[config.mk]
export PLATFORM = sky130hd
export DESIGN_NAME = imem_loader_flat
export DESIGN_NICKNAME = d
export VERILOG_FILES = /design/src/rtl/imem_loader_if.sv /design/src/rtl/imem_loader.sv /design/src/flat_wrapper.sv
export SDC_FILE = /design/constraint.sdc
export NUM_CORES = 1
export LEC_CHECK = 0
export CELL_PAD_IN_SITES_DETAIL_PLACEMENT = 0
export CELL_PAD_IN_SITES_GLOBAL_PLACEMENT = 2
export CORE_MARGIN = 2
export CORE_UTILIZATION = 31
export CTS_CLUSTER_DIAMETER = 200
export CTS_CLUSTER_SIZE = 10
export DETAILED_ROUTE_END_ITERATION = 7
export PLACE_DENSITY_LB_ADDON = 0.1
export SYNTH_ARGS = -nofsm -noshare
export SYNTH_HDL_FRONTEND = slang
export SYNTH_SLANG_ARGS = --single-unit
[constraint.sdc]
create_clock -name clk -period 2.3 [get_ports clk]
set_input_delay 0.23 -clock clk [delete_from_list [all_inputs] [get_ports clk]]
set_output_delay 0.23 -clock clk [all_outputs]
set_load 0.02 [all_outputs]
[src/rtl/imem_loader_if.sv]
// imem_loader_if: byte-stream input and instruction-memory write bus of the loader
interface imem_loader_if #(parameter int ADDR_W = 8);
  logic in_valid;
  logic [7:0] in_data;
  logic in_ready;
  logic mem_we;
  logic [ADDR_W-1:0] mem_addr;
  logic [31:0] mem_wdata;
  modport master (output in_valid, in_data, input in_ready, mem_we, mem_addr, mem_wdata);
  modport slave (input in_valid, in_data, output in_ready, mem_we, mem_addr, mem_wdata);
endinterface

[src/rtl/imem_loader.sv]
// imem_loader: streams a length-prefixed big-endian image into instruction memory, holding the CPU in reset
module imem_loader #(parameter int ADDR_W = 8) (
  input  logic clk,
  input  logic rst,
  input  logic start,
  imem_loader_if.slave bus,
  output logic cpu_rst,
  output logic busy,
  output logic done,
  output logic err_ovf,
  output logic [15:0] word_cnt
);
  localparam logic [16:0] CAP = 17'(1) << ADDR_W;
  typedef enum logic [2:0] {IDLE, LEN_HI, LEN_LO, DATA, WRITE, DONE} state_t;
  state_t state;
  logic [15:0] len;
  logic [1:0] idx;
  logic [23:0] acc;
  logic xfer;
  assign xfer = bus.in_valid & bus.in_ready;
  // loader FSM; all outputs are registered alongside the state so they change with it
  always_ff @(posedge clk) begin
    if (rst) begin
      state <= IDLE;
      cpu_rst <= 1'b1;
      bus.in_ready <= 1'b0;
      bus.mem_we <= 1'b0;
      bus.mem_addr <= '0;
      bus.mem_wdata <= '0;
      busy <= 1'b0;
      done <= 1'b0;
      err_ovf <= 1'b0;
      word_cnt <= '0;
      len <= '0;
      idx <= '0;
      acc <= '0;
    end else begin
      bus.mem_we <= 1'b0;
      case (state)
        IDLE, DONE: if (start) begin
          state <= LEN_HI;
          bus.in_ready <= 1'b1;
          busy <= 1'b1;
          done <= 1'b0;
          cpu_rst <= 1'b1;
          word_cnt <= '0;
          err_ovf <= 1'b0;
          idx <= '0;
        end
        LEN_HI: if (xfer) begin
          len[15:8] <= bus.in_data;
          state <= LEN_LO;
        end
        LEN_LO: if (xfer) begin
          len[7:0] <= bus.in_data;
          err_ovf <= {1'b0, len[15:8], bus.in_data} > CAP;
          if ({len[15:8], bus.in_data} == 16'd0) begin
            state <= DONE;
            bus.in_ready <= 1'b0;
            busy <= 1'b0;
            done <= 1'b1;
            cpu_rst <= 1'b0;
          end else begin
            state <= DATA;
          end
        end
        DATA: if (xfer) begin
          acc <= {acc[15:0], bus.in_data};
          idx <= idx + 2'd1;
          if (idx == 2'd3) begin
            state <= WRITE;
            bus.in_ready <= 1'b0;
            bus.mem_we <= {1'b0, word_cnt} < CAP;
            bus.mem_addr <= word_cnt[ADDR_W-1:0];
            bus.mem_wdata <= {acc, bus.in_data};
          end
        end
        WRITE: begin
          word_cnt <= word_cnt + 16'd1;
          idx <= '0;
          if (word_cnt + 16'd1 == len) begin
            state <= DONE;
            busy <= 1'b0;
            done <= 1'b1;
            cpu_rst <= 1'b0;
          end else begin
            state <= DATA;
            bus.in_ready <= 1'b1;
          end
        end
        default: state <= IDLE;
      endcase
    end
  end
endmodule

[src/flat_wrapper.sv]
// flat-port wrapper written by rule: the top's interface ports become plain ports
module imem_loader_flat 
#(parameter int ADDR_W = 8)
  (clk, rst, start, cpu_rst, busy, done, err_ovf, word_cnt, bus_in_valid, bus_in_data, bus_in_ready, bus_mem_we, bus_mem_addr, bus_mem_wdata);
  imem_loader_if #(.ADDR_W(ADDR_W)) bus_i ();
  input  logic clk;
  input  logic rst;
  input  logic start;
  output logic cpu_rst;
  output logic busy;
  output logic done;
  output logic err_ovf;
  output logic [15:0] word_cnt;
  input wire logic [$bits(bus_i.in_valid)-1:0] bus_in_valid;
  input wire logic [$bits(bus_i.in_data)-1:0] bus_in_data;
  output wire logic [$bits(bus_i.in_ready)-1:0] bus_in_ready;
  output wire logic [$bits(bus_i.mem_we)-1:0] bus_mem_we;
  output wire logic [$bits(bus_i.mem_addr)-1:0] bus_mem_addr;
  output wire logic [$bits(bus_i.mem_wdata)-1:0] bus_mem_wdata;
  assign bus_i.in_valid = bus_in_valid;
  assign bus_i.in_data = bus_in_data;
  assign bus_in_ready = bus_i.in_ready;
  assign bus_mem_we = bus_i.mem_we;
  assign bus_mem_addr = bus_i.mem_addr;
  assign bus_mem_wdata = bus_i.mem_wdata;
  imem_loader #(.ADDR_W(ADDR_W)) u_core (.clk(clk), .rst(rst), .start(start), .bus(bus_i), .cpu_rst(cpu_rst), .busy(busy), .done(done), .err_ovf(err_ovf), .word_cnt(word_cnt));
endmodule
# Word-level counts from Yosys, hierarchy flattened
# Cells that the tools add are included.
# W data, S select, Z words.
# op_classes
n_addsub	2
magnitude_cmp	2
eq_ne	15
mux	29
n_bitwise	4
n_reduce_logical	19
# ops
operator	n
$pmux W16 S2	1
$mux W3	7
$add A16 B1 Y16 const B	1
$eq A16 B16 Y1	1
$gt A16 B9 Y1 const B	1
$logic_not A16 Y1	1
$lt A16 B9 Y1 const B	1
$mux W16	1
$pmux W3 S5	1
$mux W1	12
$ne A2 B1 Y1 const B	6
$reduce_and A5 Y1	2
$reduce_and A3 Y1	3
$reduce_and A2 Y1	4
$reduce_and A7 Y1	1
$eq A3 B2 Y1 const B	2
$eq A3 B3 Y1 const B	2
$pmux W1 S3	2
$pmux W2 S3	1
$reduce_bool A3 Y1	2
$mux W2	2
$ne A2 B2 Y1 const B	2
$pmux W1 S4	1
$reduce_bool A2 Y1	2
10 further kinds	12
# word_totals
register_bits	107
inputBits	12
out_inout_bits	62
elab_cells	85

# Longest topological paths before layout
# Gate-level depths: netlist (run 1).
# depth
word_depth	4
depth_mapped	9
ltp_nobuf	8

# Least setup slack after synthesis (run 1)
# Ideal clock, no wire load.
# synth_path
kind	register to register
from	register u_core.word_cnt[1]
to	register u_core.cpu_rst
arrival_time_ns	2.207
required_ns	2.178
setup_slack_ns	-0.029
path_stages_with_launch	9
path_buffers	0
path_cell_list	dfxtp_1 ha_1 nand3_4 or3_4 o31a_1 nor3_2 o2111a_2 nand4_1 a311o_1
# synth_between
elab_chain_cells	4
# synth_lines
element	line_no	text
start, declared	imem_loader.sv:11	output logic [15:0] word_cnt
start signal, assigned	imem_loader.sv:79	word_cnt <= word_cnt + 16'd1;
$add A16 B1 Y16	imem_loader.sv:81	if (word_cnt + 16'd1 == len) begin
$eq A16 B16 Y1	imem_loader.sv:81	
$ne A2 B1 Y1 (no line)	-	
$reduce_and A5 Y1 (no line)	-	
end signal, assigned	imem_loader.sv:45	cpu_rst <= 1'b1;
end signal, assigned	imem_loader.sv:62	cpu_rst <= 1'b0;
end signal, assigned	imem_loader.sv:85	cpu_rst <= 1'b0;
end, declared	imem_loader.sv:7	output logic cpu_rst,
# Every way passes these cells.
# A chain may end at the register's enable or synchronous reset.

# Final worst setup path (run 1)
# layout_path
from	register u_core.word_cnt[7]
to	register u_core.cpu_rst
# Same word-level chain as after synthesis.

==> impl_metrics.json, run 1 <==
{
  "status": "finished, final reports clean",
  "ys_ff_latch": 107,
  "post_dp_cell_area_sq_mm": 0.005801,
  "worstMarginPinSlew_ps": 603.2,
  "fillCellCount": 1536,
  "routed_wl_microns": 14250,
  "drtAntennaViolNets": 0,
  "finalSetupViolations": 0,
  "clk-insertion-delay-late_ps": 350,
  "stdcell_count": 864,
  "fin_crit_ps": 2202,
  "critical_path_class": "reg2reg",
  "synth.avg_cell_area_sq_um": 7.908,
  "critPathMaxStageDelay_ps": 540,
  "core_area_sq_mm": 0.01464,
  "whs_ps": 327.7,
  "ys.flop_type": "dfxtp_1",
  "slowest_stage": "dfxtp_1",
  "via_count": 4390,
  "cts_tree": "yes",
  "nets": 689,
  "synth_top_cells_by_area": "dfxtp_1 (46%), nand2_1 (12%), a21oi_1 (9.3%)",
  "synth-edff-count": 0,
  "synth_top_area_share_pct": 45.91,
  "fp-row-count": 44,
  "dp_hpwl_microns": 10160,
  "yosys_warnings": 0,
  "async_flop_share_pct": 0,
  "cts.sinks": 107,
  "syn_area_sq_mm": 0.004666,
  "htree_num_levels": 3,
  "maxCapViolCount": 0,
  "final_area_sq_mm": 0.006150,
  "chipHeight_microns": 126.7,
  "grt_overflow_total": 0,
  "dieArea_sq_mm": 0.01605,
  "clk_pin_slew_ps": 70,
  "num_io_pins": 74,
  "cp.required_ps": 2540,
  "r2r_start": "u_core.word_cnt[7]",
  "synth_nets": 604,
  "path_max_fanout": 7,
  "slew_headroom_pct": 59.48,
  "regToRegSetupSlack_ps": 100,
  "numCtsBuffers": 9,
  "min_period_over_period_pct": 95.75,
  "cts-hold-fix-buffers": 0,
  "multiInputGateArea_sq_mm": 0.002371,
  "wl_per_cell_microns": 16.49,
  "drtIter0Drc": 261,
  "die_w_microns": 126.7,
  "hold_viol": 0,
  "drive_above_1_share_pct": 11.91,
  "root_buffer": "clkbuf_16",
  "grtUsageTotal_pct": 18.15,
  "seq_power_share_pct": 50.5,
  "drv_slew": 0,
  "r2r_cells": 6,
  "critical_path_arrival_ps": 2440,
  "peakVddDrop_mv": 0.3206,
  "pwr-share-comb_pct": 6.7,
  "skew_ps": 7.075,
  "p_leak_uw": 0.002079,
  "start_util_pct": 31.86,
  "dp_cells": 847,
  "antenna_found_initial": 0,
  "yosys.area.top_type": "dfxtp_1",
  "r2r_end": "u_core.cpu_rst",
  "power.switching_uw": 911.4,
  "ys_types": 54,
  "port-buffer-count": 73,
  "dr.pass1.iters": 5,
  "grt_setup_unrepaired": "no",
  "grt_pass1_vias": 4262,
  "fmax_mhz": 454.1,
  "drcViolationCount": 0,
  "clk_path_buf_depth": 2,
  "p_per_area_mw_per_mm2": 608.9,
  "syn_to_final_growth_pct": 31.80,
  "tns_ps": 0,
  "seq_area_frac_synth_pct": 45.91,
  "gp_congestion": 0.8402,
  "min_path_cells": 2,
  "grt_max_degree": 54,
  "swShare_pct": 24.34,
  "clkPwrFrac_pct": 42.7,
  "via_per_inst": 5.081,
  "antenna_cells": 0,
  "internal_power_uw": 2833,
  "grt_pass1_wl_microns": 22920,
  "min_to": "u_core.word_cnt[10]",
  "critPathLaunchType": "flip-flop",
  "min_from": "rst",
  "synthCells": 590,
  "min_path_type": "in2reg",
  "cp-end-kind": "flip-flop",
  "seq_area_sq_mm": 0.002150,
  "cp_cell_sequence": "nand3_2 -> nor4_2 -> xnor2_1 -> a211oi_2 -> nand4_1 -> a311o_1"
}
-- routing by layer --
| layer | track usage, % | vias up | share of wire [%] |
|---|---|---|---|
| met3 | 3.079 | 11 | 4.3 |
| met2 | 27.25 | 96 | 43 |
| li1 | - | 2176 | - |
| met4 | 5.365 | 0 | 1.2 |
| met5 | 0 | - | 0 |
| met1 | 26.72 | 2107 | 51 |
-- critical path: cells and delay by family (launching register included) --
family | cells | cell delay, ps
xor gates and xnor gates | 1 | 150
and+or+nand+nor | 3 | 790
DFF | 1 | 540
AOI/OAI and AO/OA | 2 | 620
-- what timing repair did --
item                                    CTS  global route
hold endpoints to repair                  0             0
setup buffers                             0             1
endpoints found under the setup margin    1             5
resized for setup                         2             8
pin swaps                                 1             5
-- worst max path at each step --
stage | from | endpoint | slack [ps]
2_1_floorplan | u_core.word_cnt[0] | u_core.cpu_rst | 100
3_3_place_gp | bus_in_data[5] | u_core.cpu_rst | 20
3_5_place_dp | u_core.word_cnt[0] | u_core.cpu_rst | -20
4_1_cts | u_core.word_cnt[1] | u_core.cpu_rst | 3
5_1_grt | u_core.word_cnt[7] | u_core.cpu_rst | 4
6_report | u_core.word_cnt[7] | u_core.cpu_rst | 100
-- cells in the final DEF (no fill, tap or decap), types with 7 or more instances in the layout --
cell type	netlist	layout
nand2_1	143	143
dfxtp_1	107	103
a21oi_1	87	87
clkdlybuf4s50_1	0	72
nor2_1	53	51
buf_4	0	41
xnor2_1	16	16
mux2i_1	16	16
o21ai_0	14	14
nor3_1	13	11
clkbuf_16	0	9
inv_1	8	8
nand3_1	8	7
-- power groups by stage --
stage,sequential [uW],clock [uW],combinational [uW]
floorplan,1940,0,126
global placement,1940,0,253
detailed placement,1940,0,253
CTS,1890,1640,254
global route,1900,1720,276
finish,1890,1600,252
-- area by class of cell --
class | count | share of cell area (%)
clock inverters | 6 | 1.160
well taps | 184 | 3.744
inverters | 8 | 0.4883
multi-input cells | 434 | 38.56
clock buffers | 10 | 3.723
flip-flops and latches | 107 | 34.95
repair buffers | 115 | 17.38
-- registers in the layout, summed over array words and instances, names as in the netlist, 2 cells and up --
signal                count
u_core.state              3
u_core.len               16
u_core.acc               24
u_core.bus.mem_addr       8
u_core.idx                2
u_core.word_cnt          16
u_core.bus.mem_wdata     32
-- cells in the mapped netlist (3+ instances only) --
cell / number
a211oi_1: 4
a21oi_1: 87
a22oi_1: 3
a31oi_1: 3
and3_1: 4
and4_1: 3
buf_2: 7
clkbuf_1: 33
dfxtp_1: 107
inv_1: 8
mux2i_1: 16
nand2_1: 143
nand2b_1: 4
nand3_1: 8
nand3b_1: 4
nand4_1: 5
nor2_1: 53
nor2b_1: 4
nor3_1: 13
nor4_1: 5
o21ai_0: 14
or3_1: 4
xnor2_1: 16
xor2_1: 5
-- cells by family (layout without fill, tap and decap cells) --
group                      after synthesis  after routing  synth area share (%)
and+or+nand+nor                        265            265                 26.09
xor gates and xnor gates                21             21                 3.942
muxes                                   16             16                 3.432
AOI/OAI and AO/OA                      130            130                 15.96
adders and majority gates                2              2                0.5363
DFF                                    107            107                 45.91
buffers and inverters                   49            139                 4.130
-- through the flow --
stage | total power (uW) | utilization [%] | setup slack (ps)
final | 3744 | 41.99 | 97.81
after detailed placement | 2190 | 39.61 | -21.68
after CTS | 3791 | 41.72 | 2.764
after floorplan | 2061 | - | 96.90
after global routing | 3890 | 41.99 | 3.849
after global placement | 2189 | 39.61 | 23.64
(Power assumes the default switching activity.)
==> run 2: changes to the inputs <==
- ABC_AREA: unset -> 0
- GPL_TIMING_DRIVEN: unset -> 1
- REMOVE_ABC_BUFFERS: unset -> 1
==> run 2 against run 1 <==
  * Critical path type unchanged
  * Critical path depth up 2
  * Fmax up 0.32%
  * Clock skew grew 2.4 ps
  * Utilization rose by 0.61 points
  * Worst setup slack better by 7.0 ps
  * Flip-flop and latch count unchanged
  * Clock power hardly changed
  * Critical endpoint unchanged
  * Global-route usage shrank 1.2 points
==> impl_metrics.json, run 2 (synthesized netlist as in run 1, its figures left out) <==
{
  "largest_register_ffs": 32,
  "htree_num_levels": 3,
  "clk_pin_slew_ps": 70,
  "grt_pass1_wl_microns": 21860,
  "post_dp_cell_area_sq_mm": 0.005864,
  "grtUsageTotal_pct": 16.97,
  "finalSetupViolations": 0,
  "tns_ps": 0,
  "nets": 698,
  "fmax_mhz": 455.5,
  "fin_crit_ps": 2195,
  "die_w_microns": 126.7,
  "regToRegSetupSlack_ps": 100,
  "min_path_type": "in2reg",
  "r2r_end": "u_core.cpu_rst",
  "reg_top3": "u_core.bus.mem_wdata x32, u_core.acc x24",
  "drive_above_1_share_pct": 13.64,
  "via_count": 4328,
  "cts-hold-fix-buffers": 0,
  "worst_slack_ps": 104.8,
  "dr.pass1.iters": 4,
  "worstMarginPinSlew_ps": 450.4,
  "status": "finished, final reports clean",
  "num_io_pins": 74,
  "peakVddDrop_mv": 0.3071,
  "min_period_over_period_pct": 95.44,
  "drv_slew": 0,
  "via_per_inst": 4.958,
  "skew_ps": 9.470,
  "wl_per_cell_microns": 15.60,
  "slowest_stage": "dfxtp_2",
  "clk_path_buf_depth": 2,
  "dp_hpwl_microns": 9520,
  "p_per_area_mw_per_mm2": 601.5,
  "cp_common_cell": "nand4_1",
  "critPathLaunchType": "flip-flop",
  "antenna_found_initial": 0,
  "min_path_cells": 2,
  "min_from": "rst",
  "clk-insertion-delay-late_ps": 350,
  "syn_to_final_growth_pct": 33.71,
  "antenna_cells": 0,
  "slew_headroom_pct": 69.97,
  "stdcell_count": 873,
  "fin_total_pwr_uw": 3753,
  "hold_viol": 0,
  "port-buffer-count": 73,
  "cts_tree": "yes",
  "fp-row-count": 44,
  "critical_path_class": "reg2reg",
  "critical_path_arrival_ps": 2430,
  "critPathMaxStageDelay_ps": 380,
  "cp_top_family": "simple AND/OR/NAND/NOR gates",
  "cts.sinks": 107,
  "core_area_sq_mm": 0.01464,
  "final_area_sq_mm": 0.006238,
  "p_leak_uw": 0.002130,
  "path_buf_inv": 1,
  "routed_wl_microns": 13620,
  "grt_max_degree": 70,
  "numCtsBuffers": 9,
  "drtAntennaViolNets": 0,
  "cp-end-kind": "flip-flop",
  "drcViolationCount": 0,
  "r2r_start": "u_core.word_cnt[0]",
  "grt_overflow_total": 0,
  "maxCapViolCount": 0,
  "r2r_cells": 8,
  "layout_commonest_cell": "nand2_1",
  "dieArea_sq_mm": 0.01605,
  "drtIter0Drc": 270,
  "chipHeight_microns": 126.7,
  "grt_pass1_vias": 4120,
  "min_to": "u_core.len[9]",
  "final_cell_mix": "nand2_1 (143), dfxtp_1 (104), a21oi_1 (87)",
  "cp_cell_sequence": "buf_4 -> nand4_1 -> nor2_2 -> and4_4 -> xnor2_1 -> a211oi_2 -> nand4_1 -> a311o_1",
  "grt_setup_unrepaired": "no",
  "largest-register": "u_core.bus.mem_wdata",
  "pre_cts_ws_ps": -293.8,
  "path_max_fanout": 4,
  "cp.required_ps": 2530,
  "dp_cells": 855,
  "root_buffer": "clkbuf_16",
  "start_util_pct": 31.86,
  "gp_congestion": 0.9192
}
-- run 2: final cells by class --
class | instances | area [sq um]
multi-input cells | 434 | 2389
flip-flops and latches | 107 | 2146
repair buffers | 124 | 1136
clock inverters | 6 | 68.82
well taps | 184 | 230.2
fillers | 1507 | 8406
inverters | 8 | 30.03
clock buffers | 10 | 239.0
-- run 2: what timing repair did --
item                                    4_1_cts  5_1_grt
endpoints found under the setup margin        1        6
buffers inserted                              0        2
pin swaps                                     0        3
resized for setup                             2       11
-- run 2: layer usage --
layer	routed length, microns	up-vias	GRT usage, %
li1	-	2195	-
met1	6708	2042	23.65
met2	6262	79	27.34
met3	497	12	2.784
met4	148	0	4.654
met5	0	-	0
-- run 2: report_power, final --
| part | leakage (uW) | internal [uW] | total [uW] | switching (uW) |
|---|---|---|---|---|
| combinational | 0.00111 | 105 | 248 | 143 |
| clock | 0.000155 | 887 | 1610 | 727 |
| sequential | 0.000865 | 1870 | 1890 | 22.0 |
| total | 0.00213 | 2860 | 3750 | 892 |
-- run 2: per-stage QoR --
stage / util, % / hold WS, ps
detailed placement: 40.05 / 445.4
global placement: 40.05 / 440.9
global route: 42.60 / 330.4
finish: 42.60 / 309.4
CTS: 42.18 / 309.9
floorplan: - / 299.1
-- run 2: worst register-to-register path, delay by kind of cell (launching register included) --
| kind | cells | cell delay, ps |
|---|---|---|
| buf+inv | 1 | 130 |
| simple gates | 4 | 930 |
| compound gates | 2 | 580 |
| flops | 1 | 380 |
| xor+xnor | 1 | 90 |
-- run 2: worst max-delay path by stage --
stage | end | slack (ps) | cells past startpoint | from
after floorplan | u_core.bus.mem_addr[0] | -390 | 5 | u_core.bus.in_ready
after global placement | u_core.cpu_rst | -250 | 9 | bus_in_data[7]
after detailed placement | u_core.cpu_rst | -290 | 9 | bus_in_data[4]
after CTS | u_core.cpu_rst | 3 | 8 | u_core.word_cnt[1]
after global routing | u_core.cpu_rst | 0.004 | 8 | u_core.word_cnt[0]
final | u_core.cpu_rst | 100 | 8 | u_core.word_cnt[0]
==> run 3: changes to the inputs <==
- CTS_CLUSTER_DIAMETER: 200 -> 150
==> results of run 3 <==
Final layout, timing and power as in run 2 (identical DEF).
